### config.mk
export PLATFORM = sky130hd
export DESIGN_NAME = oser_serializer
export DESIGN_NICKNAME = d
export VERILOG_FILES = /design/src/rtl/oser_serializer.sv
export SDC_FILE = /design/constraint.sdc
export NUM_CORES = 1
export LEC_CHECK = 0
export ABC_CLOCK_PERIOD_IN_PS = 2400
export CAP_MARGIN = 10
export CORE_ASPECT_RATIO = 1.4
export CORE_MARGIN = 2
export CORE_UTILIZATION = 45
export CTS_BUF_LIST = sky130_fd_sc_hd__clkbuf_16
export CTS_CLUSTER_DIAMETER = 100
export CTS_CLUSTER_SIZE = 10
export DETAILED_ROUTE_END_ITERATION = 10
export GPL_TIMING_DRIVEN = 0
export PLACE_DENSITY = 0.8
export SLEW_MARGIN = 30
export SYNTH_ARGS = -nofsm -noshare
export SYNTH_HDL_FRONTEND = slang
export SYNTH_SLANG_ARGS = --single-unit
### constraint.sdc
create_clock -name clkin -period 2.4 [get_ports clkin]
set_input_delay 0.48 -clock clkin [delete_from_list [all_inputs] [get_ports clkin]]
set_output_delay 0.48 -clock clkin [all_outputs]
set_load 0.05 [all_outputs]
### src/rtl/oser_serializer.sv
// N:1 output serializer: one parallel word per lane every RATIO bit clocks, shifted out LSB-first.
// Latency: bit 0 appears the cycle after acceptance; din_ready is a fixed slot strobe, and a stall inserts IDLE_WORD.
module oser_serializer #(
  parameter int          RATIO     = 10,
  parameter int          LANES     = 3,
  parameter logic [15:0] IDLE_WORD = 16'h0354,
  parameter int          CNT_W     = 16
) (
  input  logic                   clkin,
  input  logic                   resetn,
  input  logic [LANES*RATIO-1:0] din,
  input  logic                   din_valid,
  output logic                   din_ready,
  output logic [LANES-1:0]       q,
  output logic                   word_start,
  output logic                   underrun,
  output logic [CNT_W-1:0]       underrun_cnt,
  input  logic                   clr_underrun
);

  localparam int BW = (RATIO > 1) ? $clog2(RATIO) : 1;
  localparam logic [BW-1:0] LAST = BW'(RATIO - 1);

  logic [BW-1:0]                  bcnt_q, bcnt_d;
  logic [LANES-1:0][RATIO-1:0]    shreg_q, shreg_d;
  logic                           started_q, started_d;
  logic                           word_start_q, word_start_d;
  logic                           underrun_q, underrun_d;
  logic [CNT_W-1:0]               cnt_q, cnt_d;
  logic                           load;
  logic                           evt;

  always_comb begin
    load         = (bcnt_q == LAST);
    bcnt_d       = load ? '0 : bcnt_q + BW'(1);
    // Only stalls after the first real word count as underruns.
    evt          = load & ~din_valid & started_q;
    started_d    = started_q | (load & din_valid);
    word_start_d = load;
    underrun_d   = evt;

    shreg_d = shreg_q;
    for (int k = 0; k < LANES; k++) begin
      if (load) begin
        shreg_d[k] = din_valid ? din[k*RATIO +: RATIO] : IDLE_WORD[RATIO-1:0];
      end else begin
        shreg_d[k] = {1'b0, shreg_q[k][RATIO-1:1]};
      end
    end

    cnt_d = cnt_q;
    if (clr_underrun) begin
      cnt_d = evt ? CNT_W'(1) : '0;
    end else if (evt && !(&cnt_q)) begin
      cnt_d = cnt_q + CNT_W'(1);
    end
  end

  always_ff @(posedge clkin or negedge resetn) begin
    if (!resetn) begin
      bcnt_q       <= LAST;
      shreg_q      <= '0;
      started_q    <= 1'b0;
      word_start_q <= 1'b0;
      underrun_q   <= 1'b0;
      cnt_q        <= '0;
    end else begin
      bcnt_q       <= bcnt_d;
      shreg_q      <= shreg_d;
      started_q    <= started_d;
      word_start_q <= word_start_d;
      underrun_q   <= underrun_d;
      cnt_q        <= cnt_d;
    end
  end

  always_comb begin
    q = '0;
    for (int k = 0; k < LANES; k++) begin
      q[k] = shreg_q[k][0];
    end
  end

  assign din_ready    = load;
  assign word_start   = word_start_q;
  assign underrun     = underrun_q;
  assign underrun_cnt = cnt_q;

endmodule
==> results.md, run 1 <==
* Run status: finished, final reports clean
* Unrepaired setup endpoints after global routing: false
* Core occupancy in the finished layout at 61.4%
* IR Drop Worst-Case VDD at 344 µV
* Aggregate routed wire length at 5450 µm
* Number of nets in the finished design at 345
* Fraction of synthesized area in multiplexers at 1.83%
* Library cell with the largest summed area after synthesis: dfrtp_1
* CP max FO at 17
* CTS tree: done
* Sequential area share after synthesis at 55.5%
* Critical path class: register to output port
* R2R cell count at 8
* Buffers & Inverters on Critical Path at 4
* Post-Place Cells at 370
* Number of distinct library cell variants in the gate-level netlist after synthesis at 42
* DR iter-0 viols at 123
* Part of the total power dissipated in sequential elements at 51.7%
* P_leak at 1.47 nW
* Buffers inserted by post-CTS timing repair at 0
* Average wire length per cell after detail routing at 14.4 µm
* Simple-gate portion of the synthesized area at 22.8%
* Total congestion overflow after global routing at 0
* Maximum number of pins on one net before global-route repair at 32
* Minimum clock period after layout at 2260 ps
* Final number of hold-violating endpoints at 0
* Placed wire-length estimate at 3830 µm
* All-Layer GR Usage at 19.7%
* Horizontal die dimension at 65.7 µm
* First drt pass iteration count at 4
* P per Cell Area at 549 mW/mm²
* Number of antenna violations at the first check in global routing at 0
* Number of setup violations in the final report at 0
* Logic gate share of total power at 8.4%
* Required arrival time at the worst endpoint at 1920 ps
* DRC errors left at 0
* Count of state elements after synthesis at 53
* First-pass GRT wire length at 9180 µm
* Largest clock skew in the final design at 4.35 ps
* Delay-heaviest family, CP: flip-flops
* Synth Warn # at 0
* Xor/xnor cell area share of the yosys netlist at 0.366%
* Headroom to the max-slew limit at 45.7%
* ANT cells at 0
* Min-Delay Path Class: primary input to asynchronous set/reset pin
* Cell row count at 31
* Number of global-route vias before repair at 2021
* Layout Cells excl Fill at 377
* Critical Path, Cell by Cell: inv_2 -> or3_1 -> buf_6 -> clkinv_8 -> buf_2
* Number of cells produced by synthesis at 249
* Internal power at 1.35 mW
* Worst Path Arrival at 1780 ps
* CP max stage delay at 570 ps
* H-tree lvl count at 2
* Clock root buffer master: clkbuf_16
* Final count of pins violating max slew at 0
* Number of fillers in the final layout at 453
* Number of ports placed on the die boundary at 56
* Number of buffers on the longest clock path at 2
* Number of max-cap violations at 0
* TritonCTS Buffers at 5
* Die span in y at 90.3 µm
* Highest clock rate at 0.442 GHz
* Net Sw Power at 388 µW
* Routability congestion estimate at 0.872
* Sink Count at 53
* Post-detailed-route count of antenna-violating nets at 0
* Area contributors post-synth: dfrtp_1, nand2_1, nand3_1
* Type of destination of the critical path: output port
* CP startpoint kind: register
* Yosys top cell area share at 53.3%
* Vias per Instance at 5.40
* Portion of the clock cycle consumed by the worst path in the final layout at 94.2%
* Number of logic stages on the critical path including buffering at 5
* Largest family of logic cells by synthesized area: simple AND/OR/NAND/NOR gates
* Clock insertion delay at the later pin of the skew report at 290 ps
* IO Port Bufs at 54
* Share of layout cells above drive strength 1 at 7.72%
* Vias after detailed routing at 2035
* Synthesized area divided by synthesized cell count at 9.62 µm²
* Switching power share of the total at 22.3%
* DIE AREA at 0.00593 mm²
* Library cell contributing the largest single delay on the critical path: dfstp_2
* Compound-Gate Fraction of Synth Area at 12.1%
* Measured slew at the worst slew-check pin at 808 ps
* Synth Net Count at 284
* Combined area of all synthesized cells at 0.00240 mm²
* Area overhead of the layout relative to synthesis at 32.2%
* Part of the power in the clock network at 39.8%
* Synth Area in Adders at 0.522%
* Initial core utilization at 46.4%
* Clock-pin slew on the worst setup and hold paths at 70 ps
* Core outline area at 0.00516 mm²
cell usage after synthesis (all sizes together):
cell type / instances
nand2: 39
o21bai: 1
nand4: 6
o311a: 1
o211ai: 1
inv: 20
nand3: 22
or2: 2
a21o: 1
dfstp: 2
nor4: 2
a31oi: 12
a22o: 1
nor3: 2
or4: 9
o31ai: 8
mux2i: 1
ha: 1
a21oi: 14
xnor2: 1
nor2: 16
or3: 3
nor2b: 3
and3: 2
clkbuf: 9
dfrtp: 51
nand2b: 1
mux2: 3
o2111ai: 1
o311ai: 1
buf: 6
clkinv: 1
o21ai: 5
and4: 1
per-stage QoR:
stage	cell area (µm²)	setup TNS (ps)	power [mW]	hold slack [ps]	worst slack (ps)
2_1_floorplan	2400	0	0.972	184	161
3_3_place_gp	3020	-36890	1.06	419	-710
6_report	3170	0	1.74	75.1	140
4_1_cts	3170	0	1.75	83.5	23.3
3_5_place_dp	3040	-530	1.06	394	-530
5_1_grt	3170	0	1.80	101	85.4
layout by cell type (no fill, tap or decap), types with 8 or more instances in the layout:
| cell | count |
|---|---|
| a21oi_1 | 14 |
| a31oi_1 | 12 |
| clkbuf_1 | 8 |
| clkdlybuf4s50_1 | 52 |
| dfrtp_1 | 51 |
| inv_1 | 21 |
| nand2_1 | 38 |
| nand3_1 | 22 |
| nor2_1 | 16 |
| o31ai_1 | 8 |
| or4_1 | 9 |
final timing paths:
path	endpoint	slack [ps]	startpoint
max in group asynchronous	shreg_q[17]$_DFF_PN0_	1860	resetn
max reg2reg	underrun_cnt[8]$_DFFE_PN0P_	230	bcnt_q[0]$_DFF_PN1_
min	underrun_cnt[9]$_DFFE_PN0P_	80	resetn
max	din_ready	140	bcnt_q[0]$_DFF_PN1_
min reg2reg	shreg_q[21]$_DFF_PN0_	440	shreg_q[22]$_DFF_PN0_
min in group clkin	shreg_q[21]$_DFF_PN0_	440	shreg_q[22]$_DFF_PN0_
registers in the layout, indices dropped and copies added, names as in the netlist:
name / flops
q: 3
underrun: 1
word_start: 1
underrun_cnt: 16
shreg_q: 27
bcnt_q: 4
started_q: 1
layout make-up:
cell class / count / area, µm² / area share [%]
Buffer: 14 / 72.6 / 2.29
Clock inverter: 3 / 15.0 / 0.474
Clock buffer: 5 / 125 / 3.95
Sequential cell: 53 / 1330 / 41.9
Inverter: 21 / 91.3 / 2.88
Tap cell: 66 / 82.6 / 2.61
Multi-Input combinational cell: 160 / 900 / 28.4
Timing Repair Buffer: 55 / 553 / 17.5
metal layers:
metal | up-vias | wire length (µm) | GRT usage, %
met5 | - | 0 | 0
met4 | 0 | 112 | 7.47
met3 | 9 | 270 | 3.62
met2 | 56 | 2810 | 33.1
met1 | 986 | 2250 | 24.8
li1 | 984 | - | -
power groups by stage:
stage,sequential [mW],clock [mW],combinational (mW)
after floorplan,0.917,0,0.0549
after global placement,0.917,0,0.142
after detailed placement,0.917,0,0.148
after CTS,0.900,0.701,0.148
after global routing,0.899,0.737,0.162
final,0.900,0.693,0.146
worst reg2reg max path, cell delays in order, from the launching register on:
cell,delay (ps)
dfstp_2,570
inv_2,40
or3_1,350
buf_6,160
clkinv_8,90
nand2_2,120
buf_2,230
or3_1,370
a21oi_1,160
what timing repair did:
action / CTS / global route
resized for setup: 3 / 2
hold buffers: 0 / 0
setup endpoints to repair: 1 / 1
cells by family after synthesis:
family          after synthesis
compound gates               46
fa+ha+maj                     1
simple gates                108
xor+xnor                      1
flops                        53
mux                           4
buf+inv                      36
(Power assumes the default switching activity.)
==> run 2, diff against run 1 <==
CORE_ASPECT_RATIO = unset   (was 1.4)
==> results.md, run 2 (same netlist as run 1, synthesis figures left out) <==
* Total congestion overflow after global routing at 0
* R2R cell count at 7
* First drt pass iteration count at 4
* Min-Delay Path Class: primary input to asynchronous set/reset pin
* Maximum number of pins on one net before global-route repair at 30
* Number of buffers on the longest clock path at 2
* Library cell contributing the largest single delay on the critical path: dfstp_2
* Die span in y at 77.0 µm
* Layout Cells excl Fill at 381
* Number of max-cap violations at 0
* Number of fillers in the final layout at 440
* IR Drop Worst-Case VDD at 438 µV
* Final count of pins violating max slew at 0
* CTS tree: done
* Portion of the clock cycle consumed by the worst path in the final layout at 95.1%
* Number of global-route vias before repair at 2041
* Number of ports placed on the die boundary at 56
* Measured slew at the worst slew-check pin at 779 ps
* H-tree lvl count at 2
* DIE AREA at 0.00592 mm²
* Required arrival time at the worst endpoint at 1920 ps
* P per Cell Area at 555 mW/mm²
* Share of layout cells above drive strength 1 at 8.36%
* Clock root buffer master: clkbuf_16
* Number of setup violations in the final report at 0
* Register with the most flip-flops: shreg_q
* Vias per Instance at 5.40
* CP max stage delay at 580 ps
* Finished layout cell area at 0.00318 mm²
* Post-detailed-route count of antenna-violating nets at 0
* Clock insertion delay at the later pin of the skew report at 290 ps
* Largest clock skew in the final design at 4.27 ps
* Initial core utilization at 46.9%
* Buffers & Inverters on Critical Path at 4
* Leading cell type in the layout, fill and taps excluded: clkdlybuf4s50_1
* Vias after detailed routing at 2058
* Commonest cells after routing, fill and taps aside: clkdlybuf4s50_1, dfrtp_1, nand2_1, nand3_1, inv_1
* Clock-pin slew on the worst setup and hold paths at 70 ps
* CP max FO at 17
* Unrepaired setup endpoints after global routing: false
* Setup slack of the most critical reg-to-reg path at 200 ps
* P_leak at 1.47 nW
* Highest clock rate at 0.438 GHz
* Placed cell areas at 0.00304 mm²
* Post-CTS Hold Fix Bufs at 0
* Headroom to the max-slew limit at 47.6%
* Sink Count at 53
* Post-Place Cells at 374
* Number of nets in the finished design at 345
* Routability congestion estimate at 0.819
* Flip-flop count of the largest register after layout at 27
* Core outline area at 0.00511 mm²
* Worst reg2reg startpoint: bcnt_q[0]$_DFF_PN1_
* First-pass GRT wire length at 9560 µm
* Core occupancy in the finished layout at 62.2%
* Cell row count at 26
* Area overhead of the layout relative to synthesis at 32.7%
* Run status: finished, final reports clean
* Worst Path Arrival at 1800 ps
* ANT cells at 0
* Endpoint of the worst register-to-register path: underrun_cnt[6]$_DFFE_PN0P_
* Critical path class: register to output port
* IO Port Bufs at 54
* CP startpoint kind: register
* All-Layer GR Usage at 20.1%
* Horizontal die dimension at 77.0 µm
* Buffers inserted by post-CTS timing repair at 0
* Average wire length per cell after detail routing at 14.6 µm
* TritonCTS Buffers at 5
* DR iter-0 viols at 176
* Number of antenna violations at the first check in global routing at 0
* Aggregate routed wire length at 5570 µm
* Tightest hold margin at 87.0 ps
* DRC errors left at 0
* Minimum clock period after layout at 2280 ps
* Placed wire-length estimate at 3890 µm
* Type of destination of the critical path: output port
* Critical Path, Cell by Cell: inv_2 -> or3_1 -> buf_6 -> clkinv_8 -> buf_2
* Final number of hold-violating endpoints at 0
* Delay-heaviest family, CP: flip-flops
* Post-route total power at 1.77 mW
[run 2: cell type report]
type / instances / area (µm²) / area share [%]
Sequential cell: 53 / 1330 / 41.8
Multi-Input combinational cell: 160 / 900 / 28.3
Timing Repair Buffer: 55 / 553 / 17.4
Clock buffer: 5 / 125 / 3.94
Inverter: 21 / 91.3 / 2.87
Tap cell: 70 / 87.6 / 2.75
Buffer: 14 / 72.6 / 2.28
Clock inverter: 3 / 21.3 / 0.669
[run 2: what timing repair did]
action,4_1_cts,5_1_grt
cloned,0,0
setup endpoints to repair,1,1
gates resized for setup,3,2
[run 2: per-layer routing]
layer | global-route usage (%) | share of wire (%) | vias to the layer above
met4 | 7.32 | 1.8 | 0
met5 | 0 | 0 | -
met1 | 26.1 | 43 | 1000
met3 | 3.18 | 3.9 | 9
li1 | - | - | 992
met2 | 34.2 | 52 | 57
[run 2: power breakdown]
| part | switching, mW | internal [mW] |
|---|---|---|
| clock | 0.330 | 0.389 |
| combinational | 0.0732 | 0.0730 |
| sequential | 0.000827 | 0.899 |
| total | 0.404 | 1.36 |
[run 2: per-stage QoR]
| step | setup TNS, ps | setup WS [ps] |
|---|---|---|
| 3_5_place_dp | -563 | -563 |
| 3_3_place_gp | -37650 | -724 |
| 4_1_cts | 0 | 1.32 |
| 2_1_floorplan | 0 | 161 |
| 6_report | 0 | 118 |
| 5_1_grt | 0 | 52.9 |
[run 2: how the worst max path moves through the flow]
| stage | from | end | slack, ps | depth (start not counted) |
|---|---|---|---|---|
| floorplan | bcnt_q[0]$_DFF_PN1_ | din_ready | 160 | 5 |
| finish | bcnt_q[0]$_DFF_PN1_ | din_ready | 120 | 5 |
| detailed placement | bcnt_q[0]$_DFF_PN1_ | din_ready | -560 | 6 |
| global placement | resetn | q[2]$_DFF_PN0_ | -720 | 1 |
| CTS | bcnt_q[0]$_DFF_PN1_ | din_ready | 1 | 5 |
| global route | bcnt_q[0]$_DFF_PN1_ | din_ready | 50 | 5 |
